==> src/rtl/card_grid_renderer_if.sv <==
// Raster-in / ROM-bus / pixel-out bundle for card_grid_renderer.
// master = renderer, slave = raster source, card ROM and display mixer.
interface card_grid_renderer_if #(
   parameter int unsigned TYPE_W = 6
) ();
   logic              pix_en;
   logic [9:0]        h_cnt;
   logic [9:0]        v_cnt;
   logic [TYPE_W-1:0] rom_type;
   logic [5:0]        rom_x;
   logic [5:0]        rom_y;
   logic [11:0]       rom_pixel;
   logic [11:0]       card_pixel;
   logic              card_valid;

   modport master (
      input  pix_en, h_cnt, v_cnt, rom_pixel,
      output rom_type, rom_x, rom_y, card_pixel, card_valid
   );

   modport slave (
      output pix_en, h_cnt, v_cnt, rom_pixel,
      input  rom_type, rom_x, rom_y, card_pixel, card_valid
   );
endinterface

==> src/rtl/card_grid_renderer.sv <==
// 3-stage card-grid pixel generator: slot decode + ROM address, ROM wait, frame overlay.
// Optional selection-frame blinking is enabled by defining CARD_FRAME_BLINK_EN.
module card_grid_renderer #(
   parameter int unsigned COLS        = 18,
   parameter int unsigned ROWS        = 8,
   parameter int unsigned SPLIT_ROW   = 6,
   parameter int unsigned TYPE_W      = 6,
   parameter int unsigned X0          = 32,
   parameter int unsigned Y0          = 19,
   parameter int unsigned Y1          = 360,
   parameter int unsigned PITCH_X     = 32,
   parameter int unsigned PITCH_Y     = 55,
   parameter int unsigned CARD_W      = 32,
   parameter int unsigned CARD_H      = 46,
   parameter int unsigned FRAME_W     = 2,
   parameter logic [11:0] FRAME_COLOR = 12'hFD3
`ifdef CARD_FRAME_BLINK_EN
   , parameter int unsigned BLINK_FRAMES = 30
`endif
) (
   input  logic                          clk,
   input  logic                          rst,
   input  logic [ROWS*COLS*TYPE_W-1:0]   map,
   input  logic [ROWS*COLS-1:0]          sel_card,
   card_grid_renderer_if.master          bus
);

   localparam int unsigned NSLOT = ROWS * COLS;
   localparam int unsigned SW    = (NSLOT > 1) ? $clog2(NSLOT) : 1;

   logic [TYPE_W-1:0] map_arr [NSLOT];
   for (genvar p = 0; p < NSLOT; p++) begin : g_map
      assign map_arr[p] = map[p*TYPE_W +: TYPE_W];
   end

   int unsigned       hv, vv, hx, vy, col, row, lx, ly;
   logic              in_h, in_board, in_hand, in_slot;
   logic [SW-1:0]     slot_idx;
   logic [TYPE_W-1:0] ctype;
   logic              in_card_c, frame_c, frame_draw;

   always_comb begin
      hv       = 32'(bus.h_cnt);
      vv       = 32'(bus.v_cnt);
      in_h     = (hv >= X0) && (hv < X0 + COLS * PITCH_X);
      in_board = (vv >= Y0) && (vv < Y0 + SPLIT_ROW * PITCH_Y);
      in_hand  = (vv >= Y1) && (vv < Y1 + (ROWS - SPLIT_ROW) * PITCH_Y);
      // Offsets wrap when out of range; in_slot masks them before use.
      hx       = hv - X0;
      vy       = in_board ? (vv - Y0) : (vv - Y1);
      col      = hx / PITCH_X;
      lx       = hx - col * PITCH_X;
      row      = (vy / PITCH_Y) + (in_board ? 0 : SPLIT_ROW);
      ly       = vy - (vy / PITCH_Y) * PITCH_Y;
      in_slot  = in_h && (in_board || in_hand);
      slot_idx = in_slot ? SW'(row * COLS + col) : '0;
      ctype    = map_arr[slot_idx];
      in_card_c = in_slot && (lx < CARD_W) && (ly < CARD_H) && (ctype != '0);
      frame_c   = sel_card[slot_idx] &&
                  ((lx < FRAME_W) || (lx >= CARD_W - FRAME_W) ||
                   (ly < FRAME_W) || (ly >= CARD_H - FRAME_W));
   end

`ifdef CARD_FRAME_BLINK_EN
   localparam int unsigned BW = (BLINK_FRAMES > 1) ? $clog2(BLINK_FRAMES) : 1;

   logic [BW-1:0] frame_cnt_q;
   logic          blink_on_q;

   // One count per video frame, taken at the raster origin.
   always_ff @(posedge clk or posedge rst) begin
      if (rst) begin
         frame_cnt_q <= '0;
         blink_on_q  <= 1'b1;
      end else if (bus.pix_en && (bus.h_cnt == '0) && (bus.v_cnt == '0)) begin
         if (frame_cnt_q == BW'(BLINK_FRAMES - 1)) begin
            frame_cnt_q <= '0;
            blink_on_q  <= ~blink_on_q;
         end else begin
            frame_cnt_q <= frame_cnt_q + 1'b1;
         end
      end
   end

   assign frame_draw = frame_c & blink_on_q;
`else
   assign frame_draw = frame_c;
`endif

   logic [TYPE_W-1:0] rom_type_q;
   logic [5:0]        rom_x_q, rom_y_q;
   logic              in_card_q1, frame_q1, in_card_q2, frame_q2;
   logic [11:0]       card_pixel_q;
   logic              card_valid_q;

   always_ff @(posedge clk or posedge rst) begin
      if (rst) begin
         rom_type_q   <= '0;
         rom_x_q      <= '0;
         rom_y_q      <= '0;
         in_card_q1   <= 1'b0;
         frame_q1     <= 1'b0;
         in_card_q2   <= 1'b0;
         frame_q2     <= 1'b0;
         card_pixel_q <= '0;
         card_valid_q <= 1'b0;
      end else if (bus.pix_en) begin
         rom_type_q   <= in_card_c ? ctype : '0;
         rom_x_q      <= in_card_c ? 6'(lx) : '0;
         rom_y_q      <= in_card_c ? 6'(ly) : '0;
         in_card_q1   <= in_card_c;
         frame_q1     <= in_card_c & frame_draw;
         // ROM data for the S1 address lands with this stage.
         in_card_q2   <= in_card_q1;
         frame_q2     <= frame_q1;
         card_valid_q <= in_card_q2;
         card_pixel_q <= !in_card_q2 ? 12'h000 : (frame_q2 ? FRAME_COLOR : bus.rom_pixel);
      end
   end

   assign bus.rom_type   = rom_type_q;
   assign bus.rom_x      = rom_x_q;
   assign bus.rom_y      = rom_y_q;
   assign bus.card_pixel = card_pixel_q;
   assign bus.card_valid = card_valid_q;

endmodule

==> src/flat_wrapper.sv <==
// flat-port wrapper written by rule: the top's interface ports become plain ports
module card_grid_renderer_flat 
#(
   parameter int unsigned COLS        = 18,
   parameter int unsigned ROWS        = 8,
   parameter int unsigned SPLIT_ROW   = 6,
   parameter int unsigned TYPE_W      = 6,
   parameter int unsigned X0          = 32,
   parameter int unsigned Y0          = 19,
   parameter int unsigned Y1          = 360,
   parameter int unsigned PITCH_X     = 32,
   parameter int unsigned PITCH_Y     = 55,
   parameter int unsigned CARD_W      = 32,
   parameter int unsigned CARD_H      = 46,
   parameter int unsigned FRAME_W     = 2,
   parameter logic [11:0] FRAME_COLOR = 12'hFD3

)
  (clk, rst, map, sel_card, bus_pix_en, bus_h_cnt, bus_v_cnt, bus_rom_pixel, bus_rom_type, bus_rom_x, bus_rom_y, bus_card_pixel, bus_card_valid);
  card_grid_renderer_if #(.TYPE_W(TYPE_W)) bus_i ();
  input  logic clk;
  input  logic rst;
  input  logic [ROWS*COLS*TYPE_W-1:0] map;
  input  logic [ROWS*COLS-1:0] sel_card;
  input wire logic [$bits(bus_i.pix_en)-1:0] bus_pix_en;
  input wire logic [$bits(bus_i.h_cnt)-1:0] bus_h_cnt;
  input wire logic [$bits(bus_i.v_cnt)-1:0] bus_v_cnt;
  input wire logic [$bits(bus_i.rom_pixel)-1:0] bus_rom_pixel;
  output wire logic [$bits(bus_i.rom_type)-1:0] bus_rom_type;
  output wire logic [$bits(bus_i.rom_x)-1:0] bus_rom_x;
  output wire logic [$bits(bus_i.rom_y)-1:0] bus_rom_y;
  output wire logic [$bits(bus_i.card_pixel)-1:0] bus_card_pixel;
  output wire logic [$bits(bus_i.card_valid)-1:0] bus_card_valid;
  assign bus_i.pix_en = bus_pix_en;
  assign bus_i.h_cnt = bus_h_cnt;
  assign bus_i.v_cnt = bus_v_cnt;
  assign bus_i.rom_pixel = bus_rom_pixel;
  assign bus_rom_type = bus_i.rom_type;
  assign bus_rom_x = bus_i.rom_x;
  assign bus_rom_y = bus_i.rom_y;
  assign bus_card_pixel = bus_i.card_pixel;
  assign bus_card_valid = bus_i.card_valid;
  card_grid_renderer #(.COLS(COLS), .ROWS(ROWS), .SPLIT_ROW(SPLIT_ROW), .TYPE_W(TYPE_W), .X0(X0), .Y0(Y0), .Y1(Y1), .PITCH_X(PITCH_X), .PITCH_Y(PITCH_Y), .CARD_W(CARD_W), .CARD_H(CARD_H), .FRAME_W(FRAME_W), .FRAME_COLOR(FRAME_COLOR)) u_core (.clk(clk), .rst(rst), .map(map), .sel_card(sel_card), .bus(bus_i));
endmodule
==> config.mk <==
export PLATFORM = sky130hd
export DESIGN_NAME = card_grid_renderer_flat
export DESIGN_NICKNAME = d
export VERILOG_FILES = /design/src/rtl/card_grid_renderer_if.sv /design/src/rtl/card_grid_renderer.sv /design/src/flat_wrapper.sv
export SDC_FILE = /design/constraint.sdc
export NUM_CORES = 1
export LEC_CHECK = 0
export ABC_CLOCK_PERIOD_IN_PS = 1100
export CAP_MARGIN = 20
export CELL_PAD_IN_SITES_DETAIL_PLACEMENT = 1
export CELL_PAD_IN_SITES_GLOBAL_PLACEMENT = 2
export CORE_AREA = 5 5 412 414
export DETAILED_ROUTE_END_ITERATION = 7
export DIE_AREA = 0 0 417 419
export GPL_TIMING_DRIVEN = 1
export MAX_ROUTING_LAYER = met4
export PLACE_DENSITY = 0.6
export SLEW_MARGIN = 15
export SYNTH_ARGS = -nofsm -noshare
export SYNTH_HDL_FRONTEND = slang
export SYNTH_SLANG_ARGS = --single-unit
==> constraint.sdc <==
create_clock -name clk -period 1.1 [get_ports clk]
set_clock_uncertainty 0.1 [all_clocks]
set_input_delay 0.11 -clock clk [delete_from_list [all_inputs] [get_ports clk]]
set_output_delay 0.11 -clock clk [all_outputs]
set_load 0.01 [all_outputs]
==> run metrics <==
largest family of logic cells by synthesized area=multiplexers; Clock Path Buffers=2; WL/cell=26.5 um; clock root buffer=clkbuf_16; non-filler cells in the finished layout=5926; Num CTS Buffers=5; Post-synth EDFFs=0; DR DRC count=0; Peak supply drop=3360 uV; die outline width=417 um; failing checks=negative setup slack; Overflow after GRT=0; setup TNS=-159690 ps; initial antenna violation count=26; post-DR vias/cell=4.03; Max Transition Viols Final=0; cell mode on critical path=a21o_1; Placed Instances=5855; total die area=175000 um2; Skew-Pair Late Insertion Delay=270 ps; CP endpoint kind=register; Netlist cell types=103; top_reg_cell synth=dfrtp_1; Synth area leaders=mux4_2, fa_1, nand2_1; Int Pwr=48.3 mW; clk sinks=34; Yosys top cell area share=20.2%; largest net degree at the start of global routing=89; CTS tree=yes; Max H-tree Level=2; Cell Pwr Density=2730 nW/um2; compound-gate portion of the synthesized area=20.7%; final setup fails=25; CP Launch Type=input pin; DIE HEIGHT=419 um; M1 GR Usage=21.7%; Adder-Cell Fraction of Synth Area=17.2%; DR vias=23886; status=finished, violations left; first-pass GRT wire length=210000 um; Row Count=150; Clock transition at path regs=60 ps; Max Clk Rate=104 MHz; worst-case headroom to the max-slew limit=37.2%; net switching power figure=50.1 mW; Clock power frac=1.5%; met2 GRT Util=31.2%; Final Critical Period=9590 ps; largest area contributor in the netlist=mux4_2; Final Hold Fails=0; vias in the first global route=25425; power share of the combinational group=97.3%; Worst Hold Class=input pin to asynchronous set/reset pin; Seq cells post-synth=34; Core Area=166000 um2; Mapped Area=17400 um2; WP data required=1210 ps; Tot GR Track Use=17.4%; Post-Syn Instances=2169; routing usage on met3=1.52%; Worst path slowest cell=or4b_4; Worst Path Max Fanout=5; max incr delay on CP=580 ps; fin nets=4931; CP Class=input pin to register; Final Cell Area=36100 um2; Area growth syn-to-layout=108%; layout cells sized above 1=25.4%; WP data arrival=9700 ps; Hold-fix buffers, CTS=0; I/O Pins=1074; Initial Util=10.5%; antenna viol nets, final=0; max-cap violation count=0; final worst-path cycle share=872%; worst setup margin=-8490 ps; asr flop ratio synth=100%; 1st-pass router iterations=7; Flop pwr share=1.3%; switching share of power=50.9%; final WL=157000 um; Seq/Total Area, Yosys=4.90%; mux share of post-synthesis cell area=24.9%; Final Wtd Congestion=0.899; GRT Max-Usage Layer=met2; Mean Syn Cell Area=8.01 um2; RSZ-0062 raised after global routing=true; P_leak=14.8 nW; hpwl dp=140000 um; dpl cell area=35000 um2; area share of and/or/nand/nor cells after synthesis=21.3%; IO Port Bufs=1072; Starting DRT DRC Count=1359; worst-margin pin slew=942 ps; Synth Warn #=0; XOR/XNOR Fraction of Synth Area=2.26%
layout by cell type, fill, tap and decap left out, types with 46 or more instances in the layout:
cell | netlist | layout
inv_1 | 213 | 206
clkdlybuf4s50_1 | 0 | 1030
nand3_1 | 148 | 147
nand2_1 | 347 | 342
and3_1 | 46 | 46
fa_1 | 92 | 91
o21ai_0 | 88 | 80
mux4_2 | 156 | 156
a21oi_1 | 81 | 76
nor2_1 | 95 | 92
buf_4 | 2 | 529
mux2i_1 | 59 | 57
ha_1 | 92 | 84
conb_1 | 2 | 51
what timing repair did:
item | CTS | global route
cloned | 2 | 0
buffers inserted | 33 | 12
pin swaps | 52 | 27
resized for setup | 198 | 28
setup endpoints to repair | 47 | 31
final cells by class:
cell class | count | area, um2
diodes | 17 | 42.5
clock buffers | 6 | 139
clock inverters | 2 | 12.5
fillers | 19498 | 130000
inverters | 217 | 827
multi-input cells | 1802 | 16000
flip-flops and latches | 34 | 857
well taps | 2204 | 2760
repair buffers | 1644 | 15500
layer usage:
layer | part of all wire (%) | up-vias | routed length [um]
met2 | 52 | 636 | 81600
met4 | 1.3 | 0 | 2090
li1 | - | 11040 | -
met1 | 43 | 12145 | 67800
met5 | 0 | - | 0
met3 | 3.4 | 65 | 5280
power by group through the flow:
stage               registers, mW  logic, mW  clock network (mW)
floorplan                    1.27       43.9                   0
global placement             1.27       91.0                   0
detailed placement           1.27       91.2                   0
CTS                          1.25       95.7                1.46
global route                 1.25        103                1.52
finish                       1.25       95.7                1.44
flip-flops by register name, summed over array words and instances, names as in the netlist:
| signal | count |
|---|---|
| u_core.bus.card_pixel | 12 |
| u_core.in_card_q1 | 1 |
| u_core.frame_q2 | 1 |
| u_core.bus.rom_y | 6 |
| u_core.bus.card_valid | 1 |
| u_core.in_card_q2 | 1 |
| u_core.bus.rom_x | 5 |
| u_core.frame_q1 | 1 |
| u_core.bus.rom_type | 6 |
cells in the mapped netlist (18+ instances only):
master / instances
nand2_1: 347
a211oi_1: 51
clkbuf_1: 114
nand3_1: 148
a311oi_1: 47
mux4_2: 156
mux2i_1: 59
and3_1: 46
and2_1: 24
a21oi_1: 81
dfrtp_1: 34
o21ai_0: 88
inv_1: 213
nor3_1: 25
o211ai_1: 18
buf_1: 38
ha_1: 92
nor2_1: 95
nor2b_1: 21
xnor2_1: 30
fa_1: 92
a21o_1: 27
path summary, 6_finish.rpt:
kind / start / to / slack, ps / depth (start not counted)
min reg2reg: u_core.bus.rom_y[0]$_DFFE_PP0P_ / u_core.bus.rom_y[0]$_DFFE_PP0P_ / 400 / 1
max reg2reg: u_core.frame_q2$_DFFE_PP0P_ / u_core.bus.card_pixel[11]$_DFFE_PP0P_ / -80 / 3
max in group asynchronous: rst / u_core.bus.rom_x[0]$_DFFE_PP0P_ / 600 / 3
min: rst / u_core.bus.card_pixel[1]$_DFFE_PP0P_ / 70 / 3
min in group clk: bus_rom_pixel[3] / u_core.bus.card_pixel[3]$_DFFE_PP0P_ / 310 / 3
max: bus_v_cnt[1] / u_core.bus.rom_type[0]$_DFFE_PP0P_ / -8490 / 44
critical path: cells and delay by family:
| kind | cells | cell delay [ps] |
|---|---|---|
| xor+xnor | 2 | 350 |
| mux | 1 | 310 |
| simple gates | 9 | 2670 |
| compound gates | 18 | 3570 |
| buf+inv | 8 | 680 |
| fa+ha+maj | 6 | 1970 |
cells by family after synthesis:
| family | after synthesis |
|---|---|
| flops | 34 |
| other cells | 2 |
| buf+inv | 383 |
| fa+ha+maj | 184 |
| compound gates | 504 |
| simple gates | 785 |
| mux | 233 |
| xor+xnor | 44 |
through the flow:
step	hold slack (ps)	util, %	worst slack (ps)	total power, mW
floorplan	143	-	-8770	45.2
global placement	381	21.1	-9620	92.2
detailed placement	389	21.1	-9670	92.5
CTS	83.3	21.6	-8530	98.4
global route	86.3	21.7	-8920	106
finish	72.0	21.7	-8490	98.4
Power figures use the tool's default switching activity.
